$ cat config.mk
export PLATFORM = sky130hd
export DESIGN_NAME = vscale_hasti_core_arbiter
export DESIGN_NICKNAME = d
export VERILOG_FILES = /design/src/rtl/vscale_hasti_core_arbiter.sv
export SDC_FILE = /design/constraint.sdc
export NUM_CORES = 1
export LEC_CHECK = 0
export ABC_AREA = 1
export BUFFER_PORTS_ARGS = -buffer_cell sky130_fd_sc_hd__buf_2
export CORE_UTILIZATION = 47
export CTS_CLUSTER_DIAMETER = 200
export DETAILED_ROUTE_END_ITERATION = 8
export MAX_ROUTING_LAYER = met4
export PLACE_DENSITY = 0.77
export SETUP_SLACK_MARGIN = 0.05
export SYNTH_ARGS = -nofsm -noshare
export SYNTH_HDL_FRONTEND = slang
export SYNTH_SLANG_ARGS = --single-unit
$ cat constraint.sdc
create_clock -name hclk -period 11.1 [get_ports hclk]
set_input_delay 2.775 -clock hclk [delete_from_list [all_inputs] [get_ports hclk]]
set_output_delay 2.775 -clock hclk [all_outputs]
set_load 0.02 [all_outputs]
$ cat src/rtl/vscale_hasti_core_arbiter.sv
// vscale_hasti_core_arbiter
// Merges the data-side HASTI master ports of all cores onto the single
// write-capable port of the shared SRAM. Each core's address phase is parked
// in a per-core buffer (FREE -> PEND), a round-robin grant forwards one
// buffered request per cycle to the slave (PEND -> ACTIVE), and the core's
// data phase is stalled with hready low until its slave data phase completes.
module vscale_hasti_core_arbiter #(
    parameter int N_MASTERS = 2,
    parameter int AW        = 32,
    parameter int DW        = 32
) (
    input  logic                    hclk,
    input  logic                    hreset,
    input  logic [N_MASTERS*AW-1:0] m_haddr,
    input  logic [N_MASTERS-1:0]    m_hwrite,
    input  logic [N_MASTERS*3-1:0]  m_hsize,
    input  logic [N_MASTERS*2-1:0]  m_htrans,
    input  logic [N_MASTERS*DW-1:0] m_hwdata,
    output logic [N_MASTERS*DW-1:0] m_hrdata,
    output logic [N_MASTERS-1:0]    m_hready,
    output logic [N_MASTERS-1:0]    m_hresp,
    output logic [AW-1:0]           s_haddr,
    output logic                    s_hwrite,
    output logic [2:0]              s_hsize,
    output logic [1:0]              s_htrans,
    output logic [2:0]              s_hburst,
    output logic                    s_hmastlock,
    output logic [3:0]              s_hprot,
    output logic [DW-1:0]           s_hwdata,
    input  logic [DW-1:0]           s_hrdata,
    input  logic                    s_hready,
    input  logic                    s_hresp
);

    localparam int PW = (N_MASTERS > 1) ? $clog2(N_MASTERS) : 1;

    localparam logic [1:0] HTRANS_IDLE   = 2'b00;
    localparam logic [1:0] HTRANS_NONSEQ = 2'b10;
    localparam logic [1:0] HTRANS_SEQ    = 2'b11;

    typedef enum logic [1:0] {
        ST_FREE   = 2'd0,
        ST_PEND   = 2'd1,
        ST_ACTIVE = 2'd2
    } core_state_t;

    core_state_t          state_q   [N_MASTERS];
    logic [AW-1:0]        buf_addr  [N_MASTERS];
    logic                 buf_write [N_MASTERS];
    logic [2:0]           buf_size  [N_MASTERS];
    logic [DW-1:0]        rdata_q   [N_MASTERS];

    logic [N_MASTERS-1:0] req;
    logic [N_MASTERS-1:0] pend;
    logic [N_MASTERS-1:0] active;
    logic [N_MASTERS-1:0] ready;
    logic [N_MASTERS-1:0] load;

    logic [PW-1:0]        rr_q;
    logic [PW-1:0]        rr_win;
    logic [PW:0]          rr_sum;
    logic [PW-1:0]        win;
    logic                 any_pend;
    logic                 lock_vld_q;
    logic [PW-1:0]        lock_idx_q;
    logic                 owner_vld_q;
    logic [PW-1:0]        owner_q;

    logic [AW-1:0]        haddr_q;
    logic                 hwrite_q;
    logic [2:0]           hsize_q;

    // Decode requests and derive per-core ready/load from the core state.
    always_comb begin
        for (int i = 0; i < N_MASTERS; i++) begin
            req[i]    = (m_htrans[i*2 +: 2] == HTRANS_NONSEQ) ||
                        (m_htrans[i*2 +: 2] == HTRANS_SEQ);
            pend[i]   = (state_q[i] == ST_PEND);
            active[i] = (state_q[i] == ST_ACTIVE);
            ready[i]  = (state_q[i] == ST_FREE) || (active[i] && s_hready);
            load[i]   = ready[i] && req[i];
        end
    end

    assign m_hready = ready;

    // Round-robin search over pending cores, lowest offset from rr_q wins.
    always_comb begin
        rr_win   = '0;
        any_pend = 1'b0;
        rr_sum   = '0;
        for (int k = N_MASTERS - 1; k >= 0; k--) begin
            rr_sum = {1'b0, rr_q} + (PW+1)'(k);
            if (rr_sum >= (PW+1)'(N_MASTERS)) begin
                rr_sum = rr_sum - (PW+1)'(N_MASTERS);
            end
            if (pend[rr_sum[PW-1:0]]) begin
                rr_win   = rr_sum[PW-1:0];
                any_pend = 1'b1;
            end
        end
    end

    // A grant shown during a slave wait state stays put until accepted,
    // even if a newly buffered core would now win the round-robin search.
    assign win = lock_vld_q ? lock_idx_q : rr_win;

    // Per-core FREE/PEND/ACTIVE state machine.
    always_ff @(posedge hclk or posedge hreset) begin
        if (hreset) begin
            for (int i = 0; i < N_MASTERS; i++) begin
                state_q[i] <= ST_FREE;
            end
        end else begin
            for (int i = 0; i < N_MASTERS; i++) begin
                case (state_q[i])
                    ST_FREE: begin
                        if (load[i]) state_q[i] <= ST_PEND;
                    end
                    ST_PEND: begin
                        if (s_hready && (win == PW'(i))) state_q[i] <= ST_ACTIVE;
                    end
                    ST_ACTIVE: begin
                        if (s_hready) state_q[i] <= load[i] ? ST_PEND : ST_FREE;
                    end
                    default: state_q[i] <= ST_FREE;
                endcase
            end
        end
    end

    // Capture each core's address phase whenever the core sees hready high.
    always_ff @(posedge hclk) begin
        for (int i = 0; i < N_MASTERS; i++) begin
            if (load[i]) begin
                buf_addr[i]  <= m_haddr[i*AW +: AW];
                buf_write[i] <= m_hwrite[i];
                buf_size[i]  <= m_hsize[i*3 +: 3];
            end
        end
    end

    // Round-robin pointer, wait-state grant lock and data-phase owner.
    always_ff @(posedge hclk or posedge hreset) begin
        if (hreset) begin
            rr_q        <= '0;
            lock_vld_q  <= 1'b0;
            lock_idx_q  <= '0;
            owner_vld_q <= 1'b0;
            owner_q     <= '0;
        end else if (s_hready) begin
            lock_vld_q  <= 1'b0;
            owner_vld_q <= any_pend;
            if (any_pend) begin
                owner_q <= win;
                rr_q    <= (win == PW'(N_MASTERS - 1)) ? '0 : win + PW'(1);
            end
        end else if (any_pend && !lock_vld_q) begin
            lock_vld_q <= 1'b1;
            lock_idx_q <= win;
        end
    end

    // Remember the last presented address phase so IDLE cycles hold it.
    always_ff @(posedge hclk or posedge hreset) begin
        if (hreset) begin
            haddr_q  <= '0;
            hwrite_q <= 1'b0;
            hsize_q  <= '0;
        end else if (any_pend) begin
            haddr_q  <= s_haddr;
            hwrite_q <= s_hwrite;
            hsize_q  <= s_hsize;
        end
    end

    // Slave address phase: the granted buffer, or IDLE with held fields.
    always_comb begin
        s_htrans = any_pend ? HTRANS_NONSEQ : HTRANS_IDLE;
        s_haddr  = haddr_q;
        s_hwrite = hwrite_q;
        s_hsize  = hsize_q;
        for (int i = 0; i < N_MASTERS; i++) begin
            if (any_pend && (win == PW'(i))) begin
                s_haddr  = buf_addr[i];
                s_hwrite = buf_write[i];
                s_hsize  = buf_size[i];
            end
        end
    end

    // Write data follows the core that owns the slave data phase.
    always_comb begin
        s_hwdata = '0;
        for (int i = 0; i < N_MASTERS; i++) begin
            if (owner_vld_q && (owner_q == PW'(i))) begin
                s_hwdata = m_hwdata[i*DW +: DW];
            end
        end
    end

    // Keep the last read data seen by each core during its data phase.
    always_ff @(posedge hclk or posedge hreset) begin
        if (hreset) begin
            for (int i = 0; i < N_MASTERS; i++) begin
                rdata_q[i] <= '0;
            end
        end else begin
            for (int i = 0; i < N_MASTERS; i++) begin
                if (active[i]) rdata_q[i] <= s_hrdata;
            end
        end
    end

    // Read data and response pass through only to the data-phase owner.
    always_comb begin
        for (int i = 0; i < N_MASTERS; i++) begin
            m_hrdata[i*DW +: DW] = active[i] ? s_hrdata : rdata_q[i];
            m_hresp[i]           = active[i] ? s_hresp : 1'b0;
        end
    end

    assign s_hburst    = 3'b000;
    assign s_hmastlock = 1'b0;
    assign s_hprot     = 4'b0000;

endmodule

# [After elaboration in Yosys (flattened, before gate mapping)]
# Memory sizes are Yosys's and may differ from the RTL's.
# Index checks and enable logic that the tools add are counted.
[word_totals] register_bits=109 mem_bits_rw=72 inputBits=176 output_inout_bits=146 mem_count=3
[classes] n_addsub=4 order_cmp=4 eq_ne=14 n_mux=41 n_bitwise=3 n_reduce_logical=23
[mem_list] memory="buf_addr" words=2 word_bits=32 rd=2 rd_ports_with_merged_regs=0 wr=2 line_no="48" rtl="logic [AW-1:0] buf_addr [N_MASTERS];"
[mem_list] memory="buf_size" words=2 word_bits=3 rd=2 rd_ports_with_merged_regs=0 wr=2 line_no="50" rtl="logic [2:0] buf_size [N_MASTERS];"
[mem_list] memory="buf_write" words=2 word_bits=1 rd=2 rd_ports_with_merged_regs=0 wr=2 line_no="49" rtl="logic buf_write [N_MASTERS];"
[op_table] cell="32-bit two-way mux" n=6
[op_table] cell="1-bit two-way mux" n=24
[op_table] cell="2-bit two-way mux" n=7
[op_table] cell="2-bit == test, second input constant" n=6
[op_table] cell="2-bit one-hot mux with 3 select lines" n=2
[op_table] cell="1-bit logical AND" n=11
[op_table] cell="2-bit != test, second input constant" n=4
[op_table] cell="3-bit two-way mux" n=2
[op_table] cell="3-bit AND reduction" n=2
[op_table] cell="2-bit by 1-bit == test with 1-bit output, second input constant" n=2
[op_table] cell="2-bit zero test" n=2
[op_table] cell="1-bit logical OR" n=4
[op_table] cell="1-bit by 2-bit less-than comparator with 1-bit output, second input constant" n=2
[op_table] cell="2-bit by 1-bit != test with 1-bit output, second input constant" n=2
[op_table] cell="2-bit AND reduction" n=2
[op_table] cell="1-bit inverter" n=3
[op_table] cell="1-bit by 1-bit adder with 2-bit output, second input constant" n=1
[op_table] cell="1-bit by 2-bit greater-or-equal comparator with 1-bit output, second input constant" n=1
[op_table] cell="2-bit greater-or-equal comparator, second input constant" n=1
[op_table] cell="2-bit nonzero test" n=1
[op_table] cell="1-bit subtractor, second input constant" n=2
[op_table] cell="1-bit adder, second input constant" n=1
[op_table] cell="1-bit zero test" n=1

# [Longest topological paths before layout]
[depth] ltp_word=12 mapped_depth=8

# [Worst setup path after synthesis]
# Ideal clock, no wire load.
[synth_timing] path_kind="input port to output port" from="input s_hrdata[12]" to="output m_hrdata[12]" arrival_time_ns=3.335 required_ns=8.325 path_slack_ns=4.990 cell_stages=2 cell_sequence="inv_1 -> o21ai_0"
[synth_via] elab_chain_len=1
[synth_rtl] element="start, declared" line_no="30" rtl="input logic [DW-1:0] s_hrdata,"
[synth_rtl] element="32-bit two-way mux" line_no="218" rtl="m_hrdata[i*DW +: DW] = active[i] ? s_hrdata : rdata_q[i];"
[synth_rtl] element="end, declared" line_no="19" rtl="output logic [N_MASTERS*DW-1:0] m_hrdata,"
# No other way between the ends.

# [Worst setup path in the final report]
[layout_timing] from="input s_hready" to="output m_hready[1]"
[layout_via] elab_chain_len=2
[layout_rtl] element="start, declared" line_no="31" rtl="input logic s_hready,"
[layout_rtl] element="1-bit logical AND" line_no="80" rtl="ready[i] = (state_q[i] == ST_FREE) || (active[i] && s_hready);"
[layout_rtl] element="1-bit logical OR" line_no="80"
[layout_rtl] element="end, declared" line_no="20" rtl="output logic [N_MASTERS-1:0] m_hready,"
# No other way between the ends.

==> qor.log <==
INFO  logic_synthesis netlist.area_leader.share=34.9%
INFO  power_and_ir_drop powerDensity=358mW/mm²
INFO  timing         timing.setup.tns=0ns
INFO  worst_setup_path critical_path.startpoint=s_hready
INFO  drt            post_drt_via_cell_ratio=5.22
INFO  clock_tree     clock_buffer_count_from_cts=17
INFO  logic_synthesis total_number_of_yosys_warnings=0
INFO  timing         hold_viol=0
INFO  final_layout   drive_gt1_share=38.1%
INFO  timing         rsz0062_at_grt=no
INFO  worst_setup_path crit_type=primary input to output port
INFO  power_and_ir_drop leakagePower=5.04nW
INFO  worst_setup_path most_numerous_cell_on_the_critical_path=sky130_fd_sc_hd__buf_2
INFO  worst_setup_path timing.critical_path.fanout_max=7
INFO  clock_tree     clk_path_buf_depth=2
INFO  clock_tree     cts.clk_slew.worst_paths=0.06ns
INFO  clock_tree     post_cts_setup_bufs=0
INFO  timing         timing.slew.headroom=28.0%
INFO  outcome        outcome=complete, no violations
INFO  timing         fin_worst_skew=0.0133ns
INFO  logic_synthesis synth_area=0.00782mm²
INFO  floorplanning  area_of_the_die=0.0172mm²
INFO  logic_synthesis dominant_cell_type_by_area_after_synthesis=sky130_fd_sc_hd__dfrtp_1
INFO  logic_synthesis synth_cell_types=29
INFO  logic_synthesis postSynthCellCount=729
INFO  timing         timing.final.setup_violations=0
INFO  drt            drt_wl_total=19900µm
INFO  placed_design  place_hpwl=13000µm
INFO  worst_setup_path worstRegToRegCells=6
INFO  final_layout   syn2layout_area_growth=26.5%
INFO  worst_setup_path path_buf_inv=3
INFO  power_and_ir_drop vdd.ir_drop.worst=205µV
INFO  logic_synthesis post_synth_main_area_contributors=sky130_fd_sc_hd__dfrtp_1, sky130_fd_sc_hd__edfxtp_1, sky130_fd_sc_hd__nand3_1, sky130_fd_sc_hd__nand2_1, sky130_fd_sc_hd__nand4_2
INFO  final_layout   layout.cells.most_common=sky130_fd_sc_hd__buf_2
INFO  clock_tree     cts-root-buf=sky130_fd_sc_hd__clkbuf_16
INFO  timing         clock.fmax=0.161GHz
INFO  worst_setup_path cp_num_cells=4
INFO  worst_setup_path r2r_slack=8.72ns
INFO  floorplanning  design.core.area=0.0161mm²
INFO  grt            grtUsageTotal=23.9%
INFO  worst_setup_path critical_path.endpoint_type=output port
INFO  timing         worstMarginPinSlew=1.08ns
INFO  worst_setup_path max_stage_delay=0.21ns
INFO  worst_setup_path worstPathRequired=8.33ns
INFO  clock_tree     cts_tree=yes
INFO  final_layout   nNetsFinal=1187
INFO  drt            initialDrtViolationCount=412
INFO  worst_setup_path crit_path_start_kind=primary input
INFO  placed_design  globalplace.congestion=0.783
INFO  floorplanning  initial_utilization=48.7%
INFO  floorplanning  placement_rows=46
INFO  worst_setup_path slowest_stage=sky130_fd_sc_hd__buf_2
INFO  placed_design  io_buffer_count=310
INFO  drt            drt-pass1-iter-count=5
INFO  grt            grt_start_max_net_pins=77
INFO  floorplanning  fp.dieW=131µm
INFO  final_layout   final_cell_mix=sky130_fd_sc_hd__buf_2, sky130_fd_sc_hd__nand3_1, sky130_fd_sc_hd__nand2_1, sky130_fd_sc_hd__dfrtp_1, sky130_fd_sc_hd__edfxtp_1
INFO  clock_tree     worstSkewPairLatency=0.43ns
INFO  clock_tree     htree_num_levels=4
INFO  worst_setup_path worst_path_dominant_cell_family=buffers and inverters
INFO  final_layout   diodes=0
INFO  clock_tree     numClockSinks=181
INFO  grt            globalRoute.totalOverflow=0
INFO  worst_setup_path timing.critical_path.cells=buf_2 -> inv_1 -> a21oi_1 -> buf_2
INFO  grt            grt_pass1_vias=5942
INFO  timing         slew_viol_final=0
INFO  worst_setup_path startpoint_of_the_worst_register_to_register_path=state_q[3]$_DFFE_PP0P_
INFO  grt            antenna_found_initial=0
INFO  logic_synthesis synth_area_per_cell=10.7µm²
INFO  floorplanning  dieHeight=131µm
INFO  timing         fin_crit_period=6.21ns
INFO  timing         post-route-period-util=55.9%
INFO  grt            grt_pass1_wl=29800µm
INFO  worst_setup_path worstPathArrival=3.44ns
INFO  drt            vias=6471
INFO  final_layout   final_core_density=61.6%
INFO  drt            post_drt_wl_per_cell=16.0µm
INFO  worst_setup_path worst_r2r_endpoint=haddr_q[26]$_DFFE_PP0N_
INFO  worst_hold_path worst_hold_path_type=register to register
INFO  drt            remaining_drcs=0
INFO  job            drv.max_cap_violation_count=0
INFO  clock_tree     cts_hold_bufs=0
INFO  clock_tree     postCtsResizedCells=0
INFO  worst_setup_path endpoint_of_the_most_critical_setup_path=m_hready[1]
INFO  floorplanning  ios=322
INFO  drt            antenna_left=0
INFO  logic_synthesis seq_area_frac_synth=62.5%
INFO  logic_synthesis postSynthRegisterBits=181
-- layout make-up --
class | count | area [µm²]
multi-input combinational | 450 | 2330
timing repair buffer | 316 | 1600
tap | 216 | 270
clock buffer | 18 | 450
inverter | 45 | 171
clock inverter | 14 | 184
fill | 1277 | 6160
sequential | 181 | 4890
-- worst min path at each step --
stage                                       start                       to  slack, ns  cells after the start
final                        hwrite_q$_DFFE_PP0N_     hwrite_q$_DFFE_PP0N_       0.49                      2
after global routing      haddr_q[31]$_DFFE_PP0N_  haddr_q[31]$_DFFE_PP0N_       0.51                      2
after CTS                  haddr_q[1]$_DFFE_PP0N_   haddr_q[1]$_DFFE_PP0N_       0.50                      2
after detailed placement   haddr_q[1]$_DFFE_PP0N_   haddr_q[1]$_DFFE_PP0N_       0.48                      2
after global placement      rdata_q[53]$_DFF_PP0_    rdata_q[53]$_DFF_PP0_       0.47                      2
after floorplan                  rr_q$_DFFE_PP0P_         rr_q$_DFFE_PP0P_       0.45                      2
-- registers in the layout, indices dropped and copies added (netlist names), 2 cells and up --
name / count
buf_addr: 64
buf_size: 6
buf_write: 2
haddr_q: 32
hsize_q: 3
rdata_q: 64
state_q: 4
-- synthesized netlist by cell type --
cell,n
sky130_fd_sc_hd__nand4_4,1
sky130_fd_sc_hd__or2_1,1
sky130_fd_sc_hd__dfrtp_1,109
sky130_fd_sc_hd__buf_4,11
sky130_fd_sc_hd__inv_2,1
sky130_fd_sc_hd__clkbuf_8,5
sky130_fd_sc_hd__a21oi_1,5
sky130_fd_sc_hd__buf_2,14
sky130_fd_sc_hd__nand2_2,3
sky130_fd_sc_hd__buf_1,4
sky130_fd_sc_hd__clkbuf_4,2
sky130_fd_sc_hd__inv_1,44
sky130_fd_sc_hd__o21ai_1,11
sky130_fd_sc_hd__clkbuf_2,1
sky130_fd_sc_hd__conb_1,1
sky130_fd_sc_hd__nand3_1,175
sky130_fd_sc_hd__nor2_4,1
sky130_fd_sc_hd__nand3_2,1
sky130_fd_sc_hd__clkbuf_1,13
sky130_fd_sc_hd__nand4_2,29
sky130_fd_sc_hd__buf_12,4
sky130_fd_sc_hd__nand2_4,2
sky130_fd_sc_hd__nand4_1,6
sky130_fd_sc_hd__edfxtp_1,72
sky130_fd_sc_hd__buf_6,7
sky130_fd_sc_hd__o21ai_0,56
sky130_fd_sc_hd__nand2_1,144
sky130_fd_sc_hd__nand3b_1,1
sky130_fd_sc_hd__nor2_1,5
-- report_power, final --
group          leakage [nW]  total (mW)  switching (mW)  internal, mW
clock                 0.313       0.629           0.273         0.356
combinational          2.73        1.83            1.30         0.531
sequential             2.00        1.09           0.121         0.970
total                  5.04        3.55            1.69          1.86
-- metal layers --
metal | up-vias | global-route usage [%] | wire (µm)
met3 | 37 | 5.21 | 1550
met4 | 0 | 9.33 | 414
met2 | 307 | 40.1 | 9960
li1 | 3075 | - | -
met1 | 3052 | 28.1 | 7970
met5 | - | - | 0
-- per-stage QoR --
step / area (µm²) / power [mW] / worst slack, ns / hold slack, ns / instances
finish: 9890 / 3.55 / 4.89 / 0.494 / 1240
global route: 9890 / 3.79 / 4.81 / 0.514 / 1240
CTS: 9890 / 3.57 / 4.87 / 0.497 / 1240
detailed placement: 9260 / 2.93 / 4.87 / 0.478 / 1208
global placement: 9260 / 2.88 / 4.88 / 0.469 / 1208
floorplan: 7850 / 2.43 / 4.99 / 0.450 / 737
-- worst reg2reg max path: stages, from the launching register on --
cell and delay [ns]:
sky130_fd_sc_hd__dfrtp_1 0.37, sky130_fd_sc_hd__inv_1 0.12, sky130_fd_sc_hd__nand2_2 0.09, sky130_fd_sc_hd__nand2_4 0.70
sky130_fd_sc_hd__inv_2 0.56, sky130_fd_sc_hd__nand2_1 0.27, sky130_fd_sc_hd__nand3_1 0.12
-- kinds of logic after synthesis --
| logic type | synth area share, % |
|---|---|
| compound gates | 4.61 |
| flops | 62.5 |
| buf+inv | 8.10 |
| simple gates | 24.7 |
| other cells | 0.0480 |
Power figures use the tool's default switching activity.
